File: src/rtl/rab_pkg.sv
// Shared types for the RAB slave-side address requesters: requester FSM
// states and the buffered AXI address beat.
package rab_pkg;

  // Beat field widths. The requester ports are sized from the same values,
  // so a requester instantiated with other ID/USER widths must be paired
  // with a matching edit here.
  localparam int unsigned RAB_ADDR_W = 32;
  localparam int unsigned RAB_ID_W   = 8;
  localparam int unsigned RAB_LEN_W  = 8;
  localparam int unsigned RAB_SIZE_W = 3;
  localparam int unsigned RAB_USER_W = 6;

  // Requester life cycle of the beat at the FIFO head.
  typedef enum logic [2:0] {
    IDLE   = 3'd0,  // nothing buffered
    LOOKUP = 3'd1,  // head presented to the core, waiting for a verdict
    ISSUE  = 3'd2,  // translated head offered to the master side
    SENT   = 3'd3,  // completion pulse back to the core
    DROP   = 3'd4   // head offered to the error-response generator
  } req_state_e;

  // One AXI address beat as buffered by the requester.
  typedef struct packed {
    logic [RAB_ADDR_W-1:0] addr;
    logic [RAB_ID_W-1:0]   id;
    logic [RAB_LEN_W-1:0]  len;
    logic [RAB_SIZE_W-1:0] size;
    logic [RAB_USER_W-1:0] user;
  } ax_beat_t;

endpackage : rab_pkg

File: src/rtl/rab_ax_fifo.sv
// Synchronous FIFO of AXI address beats with a synchronous active-high
// reset. DEPTH must be a power of two so the pointers wrap naturally; the
// count carries one extra bit so that full and empty are distinct.
module rab_ax_fifo
  import rab_pkg::*;
#(
  parameter int unsigned DEPTH = 4
) (
  input  logic                     clk,
  input  logic                     rst,
  input  logic                     i_push,
  input  ax_beat_t                 i_data,
  input  logic                     i_pop,
  output ax_beat_t                 o_data,
  output logic                     o_full,
  output logic                     o_empty,
  output logic [$clog2(DEPTH):0]   o_count
);

  localparam int unsigned PTR_W = $clog2(DEPTH);
  localparam logic [PTR_W:0] FULL_COUNT = (PTR_W + 1)'(DEPTH);

  ax_beat_t         r_mem [DEPTH];
  logic [PTR_W-1:0] r_wr_ptr;
  logic [PTR_W-1:0] r_rd_ptr;
  logic [PTR_W:0]   r_count;

  logic w_push;
  logic w_pop;

  // Overflow and underflow requests are ignored rather than corrupting state.
  assign w_push = i_push & ~o_full;
  assign w_pop  = i_pop  & ~o_empty;

  assign o_full  = (r_count == FULL_COUNT);
  assign o_empty = (r_count == '0);
  assign o_count = r_count;
  assign o_data  = r_mem[r_rd_ptr];

  // Beat storage: written on push only.
  // NOTE: the storage array has no reset; validity is tracked by the count,
  // and leaving it unreset lets it map onto plain RAM/register cells.
  always_ff @(posedge clk) begin
    if (w_push) begin
      r_mem[r_wr_ptr] <= i_data;
    end
  end

  // Pointer and occupancy bookkeeping; simultaneous push and pop keeps the count.
  always_ff @(posedge clk) begin
    if (rst) begin
      r_wr_ptr <= '0;
      r_rd_ptr <= '0;
      r_count  <= '0;
    end else begin
      if (w_push) begin
        r_wr_ptr <= r_wr_ptr + 1'b1;
      end
      if (w_pop) begin
        r_rd_ptr <= r_rd_ptr + 1'b1;
      end
      case ({w_push, w_pop})
        2'b10:   r_count <= r_count + 1'b1;
        2'b01:   r_count <= r_count - 1'b1;
        default: r_count <= r_count;
      endcase
    end
  end

endmodule : rab_ax_fifo

File: src/rtl/rab_ax_requester.sv
// Slave-side AR/AW requester of the RAB core. Buffers incoming address
// beats, presents the oldest one to the core for translation, then either
// forwards the translated beat to the master side (accept) or hands its
// ID/LEN to the error-response generator (drop). One lookup at a time,
// strictly in order.
module rab_ax_requester
  import rab_pkg::*;
#(
  parameter int unsigned C_AXI_ID_WIDTH   = RAB_ID_W,
  parameter int unsigned C_AXI_USER_WIDTH = RAB_USER_W,
  parameter int unsigned FIFO_DEPTH       = 4,
  parameter bit          IS_WRITE         = 1'b0
) (
  input  logic                        s_axi_aclk,
  input  logic                        s_axi_areset,
  // incoming beat
  input  logic [31:0]                 s_ax_addr,
  input  logic [C_AXI_ID_WIDTH-1:0]   s_ax_id,
  input  logic [7:0]                  s_ax_len,
  input  logic [2:0]                  s_ax_size,
  input  logic [C_AXI_USER_WIDTH-1:0] s_ax_user,
  input  logic                        s_ax_valid,
  output logic                        s_ax_ready,
  // translation request to the core
  output logic [31:0]                 rab_addr,
  output logic [C_AXI_ID_WIDTH-1:0]   rab_id,
  output logic [7:0]                  rab_len,
  output logic [2:0]                  rab_size,
  output logic [C_AXI_USER_WIDTH-1:0] rab_ctrl,
  output logic                        rab_type,
  output logic                        rab_addr_valid,
  input  logic                        rab_accept,
  input  logic                        rab_drop,
  input  logic [31:0]                 rab_out_addr,
  input  logic                        rab_master_select,
  output logic                        rab_sent,
  // translated outgoing beat
  output logic [31:0]                 m_ax_addr,
  output logic [C_AXI_ID_WIDTH-1:0]   m_ax_id,
  output logic [7:0]                  m_ax_len,
  output logic [2:0]                  m_ax_size,
  output logic [C_AXI_USER_WIDTH-1:0] m_ax_user,
  output logic                        m_ax_master_select,
  output logic                        m_ax_valid,
  input  logic                        m_ax_ready,
  // dropped beat to the response generator
  output logic [C_AXI_ID_WIDTH-1:0]   drop_id,
  output logic [7:0]                  drop_len,
  output logic                        drop_valid,
  input  logic                        drop_ready
);

  localparam int unsigned CNT_W = $clog2(FIFO_DEPTH) + 1;
  localparam logic [CNT_W-1:0] ONE_LEFT = CNT_W'(1);

  req_state_e r_state;
  logic       r_addr_valid;
  logic       r_m_valid;
  logic       r_drop_valid;
  logic       r_sent;
  logic [31:0] r_out_addr;
  logic        r_master_sel;

  ax_beat_t         w_in_beat;
  ax_beat_t         w_head;
  logic             w_full;
  logic             w_empty;
  logic [CNT_W-1:0] w_count;
  logic             w_push;
  logic             w_pop;
  logic             w_m_hs;
  logic             w_drop_hs;

  assign w_in_beat = '{addr: s_ax_addr, id: s_ax_id, len: s_ax_len,
                       size: s_ax_size, user: s_ax_user};

  assign s_ax_ready = ~w_full;
  assign w_push     = s_ax_valid & ~w_full;
  assign w_m_hs     = r_m_valid & m_ax_ready;
  assign w_drop_hs  = r_drop_valid & drop_ready;
  // The head leaves the buffer once the master side or the response
  // generator has taken it.
  assign w_pop      = w_m_hs | w_drop_hs;

  rab_ax_fifo #(
    .DEPTH (FIFO_DEPTH)
  ) u_fifo (
    .clk     (s_axi_aclk),
    .rst     (s_axi_areset),
    .i_push  (w_push),
    .i_data  (w_in_beat),
    .i_pop   (w_pop),
    .o_data  (w_head),
    .o_full  (w_full),
    .o_empty (w_empty),
    .o_count (w_count)
  );

  // Requester FSM with registered handshake flags; each flag is set on the
  // transition into the state that owns it, so outputs follow the state.
  // NOTE: sequential state uses <= so every register samples the
  // pre-edge values, independent of statement order.
  always_ff @(posedge s_axi_aclk) begin
    if (s_axi_areset) begin
      r_state      <= IDLE;
      r_addr_valid <= 1'b0;
      r_m_valid    <= 1'b0;
      r_drop_valid <= 1'b0;
      r_sent       <= 1'b0;
      r_out_addr   <= '0;
      r_master_sel <= 1'b0;
    end else begin
      r_sent <= 1'b0;
      case (r_state)
        IDLE: begin
          if (!w_empty) begin
            r_state      <= LOOKUP;
            r_addr_valid <= 1'b1;
          end
        end
        LOOKUP: begin
          // Accept takes precedence when the core raises both verdicts.
          if (rab_accept) begin
            r_state      <= ISSUE;
            r_addr_valid <= 1'b0;
            r_m_valid    <= 1'b1;
            r_out_addr   <= rab_out_addr;
            r_master_sel <= rab_master_select;
          end else if (rab_drop) begin
            r_state      <= DROP;
            r_addr_valid <= 1'b0;
            r_drop_valid <= 1'b1;
          end
        end
        ISSUE: begin
          if (m_ax_ready) begin
            r_state   <= SENT;
            r_m_valid <= 1'b0;
            r_sent    <= 1'b1;
          end
        end
        SENT: begin
          // The pop happened on entry, so the count is already current.
          if (!w_empty) begin
            r_state      <= LOOKUP;
            r_addr_valid <= 1'b1;
          end else begin
            r_state <= IDLE;
          end
        end
        DROP: begin
          if (drop_ready) begin
            r_drop_valid <= 1'b0;
            // The head pops on this edge; anything beyond it keeps the
            // pipeline busy, a beat pushed this cycle is picked up via IDLE.
            if (w_count > ONE_LEFT) begin
              r_state      <= LOOKUP;
              r_addr_valid <= 1'b1;
            end else begin
              r_state <= IDLE;
            end
          end
        end
        default: begin
          r_state      <= IDLE;
          r_addr_valid <= 1'b0;
          r_m_valid    <= 1'b0;
          r_drop_valid <= 1'b0;
        end
      endcase
    end
  end

  // Conflicting verdicts are tolerated (accept wins) but reported.
  always_ff @(posedge s_axi_aclk) begin
    if (!s_axi_areset && r_state == LOOKUP) begin
      assert (!(rab_accept && rab_drop))
        else $warning("rab_ax_requester: rab_accept and rab_drop both high, accept takes precedence");
    end
  end

  // Output fields come from the FIFO head and are held at zero whenever
  // their handshake is idle, so nothing stale leaks out after reset.
  // NOTE: every output gets a default before the conditional updates, which
  // keeps this block purely combinational (no latches).
  always_comb begin
    rab_addr           = '0;
    rab_id             = '0;
    rab_len            = '0;
    rab_size           = '0;
    rab_ctrl           = '0;
    m_ax_addr          = '0;
    m_ax_id            = '0;
    m_ax_len           = '0;
    m_ax_size          = '0;
    m_ax_user          = '0;
    m_ax_master_select = 1'b0;
    drop_id            = '0;
    drop_len           = '0;
    if (r_addr_valid) begin
      rab_addr = w_head.addr;
      rab_id   = w_head.id;
      rab_len  = w_head.len;
      rab_size = w_head.size;
      rab_ctrl = w_head.user;
    end
    if (r_m_valid) begin
      m_ax_addr          = r_out_addr;
      m_ax_id            = w_head.id;
      m_ax_len           = w_head.len;
      m_ax_size          = w_head.size;
      m_ax_user          = w_head.user;
      m_ax_master_select = r_master_sel;
    end
    if (r_drop_valid) begin
      drop_id  = w_head.id;
      drop_len = w_head.len;
    end
  end

  assign rab_type       = IS_WRITE;
  assign rab_addr_valid = r_addr_valid;
  assign rab_sent       = r_sent;
  assign m_ax_valid     = r_m_valid;
  assign drop_valid     = r_drop_valid;

endmodule : rab_ax_requester
File: config.mk
export PLATFORM = sky130hd
export DESIGN_NAME = rab_ax_requester
export DESIGN_NICKNAME = d
export VERILOG_FILES = /design/src/rtl/rab_pkg.sv /design/src/rtl/rab_ax_fifo.sv /design/src/rtl/rab_ax_requester.sv
export SDC_FILE = /design/constraint.sdc
export NUM_CORES = 1
export LEC_CHECK = 0
export CAP_MARGIN = 0
export CORE_UTILIZATION = 25
export CTS_CLUSTER_DIAMETER = 120
export DETAILED_ROUTE_END_ITERATION = 10
export GPL_TIMING_DRIVEN = 0
export PLACE_DENSITY = 0.5
export RECOVER_POWER = 50
export SLEW_MARGIN = 0
export SYNTH_ARGS = -nofsm -noshare
export SYNTH_HDL_FRONTEND = slang
export SYNTH_SLANG_ARGS = --single-unit
File: constraint.sdc
create_clock -name s_axi_aclk -period 2.9 [get_ports s_axi_aclk]
set_input_delay 0.58 -clock s_axi_aclk [delete_from_list [all_inputs] [get_ports s_axi_aclk]]
set_output_delay 0.58 -clock s_axi_aclk [all_outputs]
set_load 0.02 [all_outputs]
==> impl_metrics.py <==
metrics = {
    "timing": {
        "fin_crit_sh_pct": 97.0,
        "min_period_ns": 2.81,
        "worstMarginPinSlew_ns": 0.728,
        "fmax_mhz": 356,
        "slew_violations": 0,
        "skew_ns": 0.0159,
        "fin_tns_setup_ns": 0,
        "slew-limit-headroom_pct": 51.5,
        "setup_viol": 0,
        "rsz0062_at_grt": "no",
        "final_hold_viol_count": 0,
    },
    "synthesis": {
        "netlist_instances": 694,
        "yosys.area.top_type_share_pct": 61.4,
        "yosysTopAreaCell": "edfxtp_1",
        "syn-num-nets": 800,
        "synth_edf_count": 228,
        "ys_seq_area_share_pct": 70.2,
        "async_flop_share_pct": 0,
        "ys_seq_elements": 277,
        "ys_warn_count": 0,
        "syn-cell-area_um2": 11200,
        "synth_ff_type": "edfxtp_1",
        "synth_cell_types": 38,
        "syn_avg_cell_area_um2": 16.1,
        "netlist_top_cells_area": "edfxtp_1, mux4_2, dfxtp_1",
    },
    "worst_setup_path": {
        "rr_startpoint": "u_fifo.o_count[0]$_SDFFE_PP0P_",
        "worstPathMaxFanout": 9,
        "path_class": "reg -> out",
        "critPathLaunchType": "flip-flop",
        "required_ns": 2.32,
        "crit_path_end_kind": "output pin",
        "worstPathArrival_ns": 2.23,
        "r2r_setup_slack_ns": 0.26,
        "r2r-end": "u_fifo.r_mem[3][48]$_DFFE_PP_",
        "worst-r2r-cell-count": 5,
    },
    "routing": {
        "wire_per_inst_um": 18.2,
        "ant_nets": 0,
        "viasPerCell": 4.18,
        "via_count": 6636,
        "drt-total-wl_um": 28800,
        "first_iter_violations": 284,
        "drc": 0,
        "dr.pass1.iters": 5,
    },
    "die": {
        "ios": 234,
        "start_util_pct": 25.3,
        "die_w_um": 213,
        "rows": 77,
        "die-area_um2": 45500,
        "core_area_um2": 44100,
        "die_y_um": 213,
    },
    "placement": {
        "post-dp-hpwl_um": 19400,
        "place.gp.congestion": 0.748,
        "port_buffers": 231,
    },
    "global_routing": {
        "met3_usage_pct": 4.02,
        "grt_pass1_vias": 6922,
        "grt_start_max_net_pins": 41,
        "busiest_layer": "met2",
        "gr-usage-all-layers_pct": 12.8,
        "met1_usage_pct": 16.3,
        "grt_pass1_wl_um": 42300,
        "grt_use_met2_pct": 20.6,
        "antenna_found_initial": 7,
        "grt_overflow": 0,
    },
    "status": {
        "status": "complete, no violations",
    },
    "pwr": {
        "p_per_area_nw_per_um2": 731,
        "irDropWorstVdd_mv": 0.487,
        "p_leak_nw": 5.53,
    },
    "hold_path": {
        "whs_path_depth": 2,
        "worstHoldStart": "r_out_addr[1]$_SDFFE_PP0N_",
        "holdCritPathClass": "reg -> reg",
        "hold-path-endpoint": "r_out_addr[1]$_SDFFE_PP0N_",
    },
    "clock_tree": {
        "cts_tree": "yes",
        "clock_latency_ns": 0.52,
        "numCtsBuffers": 34,
        "postCtsHoldBufs": 0,
        "clockBufferDepth": 3,
        "clkTransAtPathRegs_ns": 0.05,
        "cts.sink_count": 277,
        "htree_levels": 2,
        "cts_root_buffer": "clkbuf_16",
    },
    "layout": {
        "final_common_cell": "edfxtp_1",
        "area_delta_synth_final_pct": 37.8,
        "final_cell_mix": "edfxtp_1, and2_1, clkdlybuf4s50_1",
        "utilization_pct": 34.8,
        "drive_above_1_share_pct": 15.2,
        "final_nets": 1074,
    },
    "job": {
        "maxCapViolCount": 0,
    },
}
flip-flops by register name, summed over array words and instances, names as in the netlist, named ones only:
name,cells
r_master_sel,1
drop_valid,1
rab_addr_valid,1
u_fifo.r_mem,228
r_out_addr,32
u_fifo.o_count,3
rab_sent,1
u_fifo.r_wr_ptr,2
m_ax_valid,1
u_fifo.r_rd_ptr,2
r_state,3
cell families (layout without fill, tap and decap cells):
group	after synthesis	after routing	synth area share, %
and+or+nand+nor	237	237	11.6
adders and majority gates	9	9	1.01
buffers and inverters	49	347	2.14
AOI/OAI and AO/OA	57	57	2.92
xor gates and xnor gates	5	5	0.393
DFF	277	277	70.2
muxes	59	59	11.7
other	1	3	0.0336
final cells by class:
type | count | area [µm²]
clock buffer | 48 | 946
fill | 4421 | 28800
inverter | 8 | 30.0
tap | 592 | 741
buffer | 41 | 280
timing repair buffer | 238 | 2330
antenna | 2 | 5.00
sequential | 277 | 7840
multi-input combinational | 368 | 3090
clock inverter | 12 | 106
per-layer routing:
| layer | up-vias | share of wire [%] |
|---|---|---|
| met5 | - | 0.18 |
| met4 | 8 | 1.9 |
| met3 | 44 | 7.5 |
| met2 | 211 | 46 |
| met1 | 3249 | 44 |
| li1 | 3124 | - |
worst max-delay path: stages (launching register included):
cell,delay [ns]
dfxtp_4,0.38
buf_12,0.17
buf_4,0.13
mux4_2,0.50
and2_1,0.17
dlygate4sd2_1,0.36
power by group:
group / switching [mW] / total [mW] / internal, mW
sequential: 0.133 / 4.75 / 4.62
combinational: 1.43 / 2.47 / 1.03
clock: 1.57 / 4.01 / 2.44
Yosys cell counts (4+ instances only):
library cell and count:
and2_1 137, mux4_2 57, a21oi_1 41, buf_6 4
nand2_1 70, buf_2 11, nor2_1 14, dfxtp_1 49
ha_1 9, inv_1 8, edfxtp_1 228, a211oi_1 4
clkbuf_1 22
metrics by stage:
stage / power (mW) / hold slack, ns / worst slack (ns) / std cells / area (µm²)
after floorplan: 6.24 / 0.432 / 0.602 / 694 / 11200
after CTS: 11.5 / 0.450 / -0.0982 / 1582 / 15300
after detailed placement: 7.53 / 0.443 / -0.216 / 1521 / 14300
after global routing: 11.8 / 0.466 / 0.000113 / 1586 / 15400
after global placement: 7.50 / 0.438 / -0.642 / 1517 / 14200
final: 11.2 / 0.448 / 0.0882 / 1586 / 15400
what timing repair did:
item                                    4_1_cts  5_1_grt
endpoints found under the setup margin      121       33
buffers inserted                              1        2
resized for setup                           161       17
gates cloned                                  0        0
worst max-delay path by stage:
stage	cells past startpoint	to	slack, ns
2_1_floorplan	4	u_fifo.r_mem[0][0]$_DFFE_PP_	0.60
3_3_place_gp	3	u_fifo.r_mem[1][48]$_DFFE_PP_	-0.64
3_5_place_dp	4	rab_addr[29]	-0.22
4_1_cts	4	rab_id[6]	-0.1
5_1_grt	5	rab_addr[6]	0.0001
6_report	5	m_ax_len[4]	0.09
No activity file was read; power rests on OpenSTA's default activity.
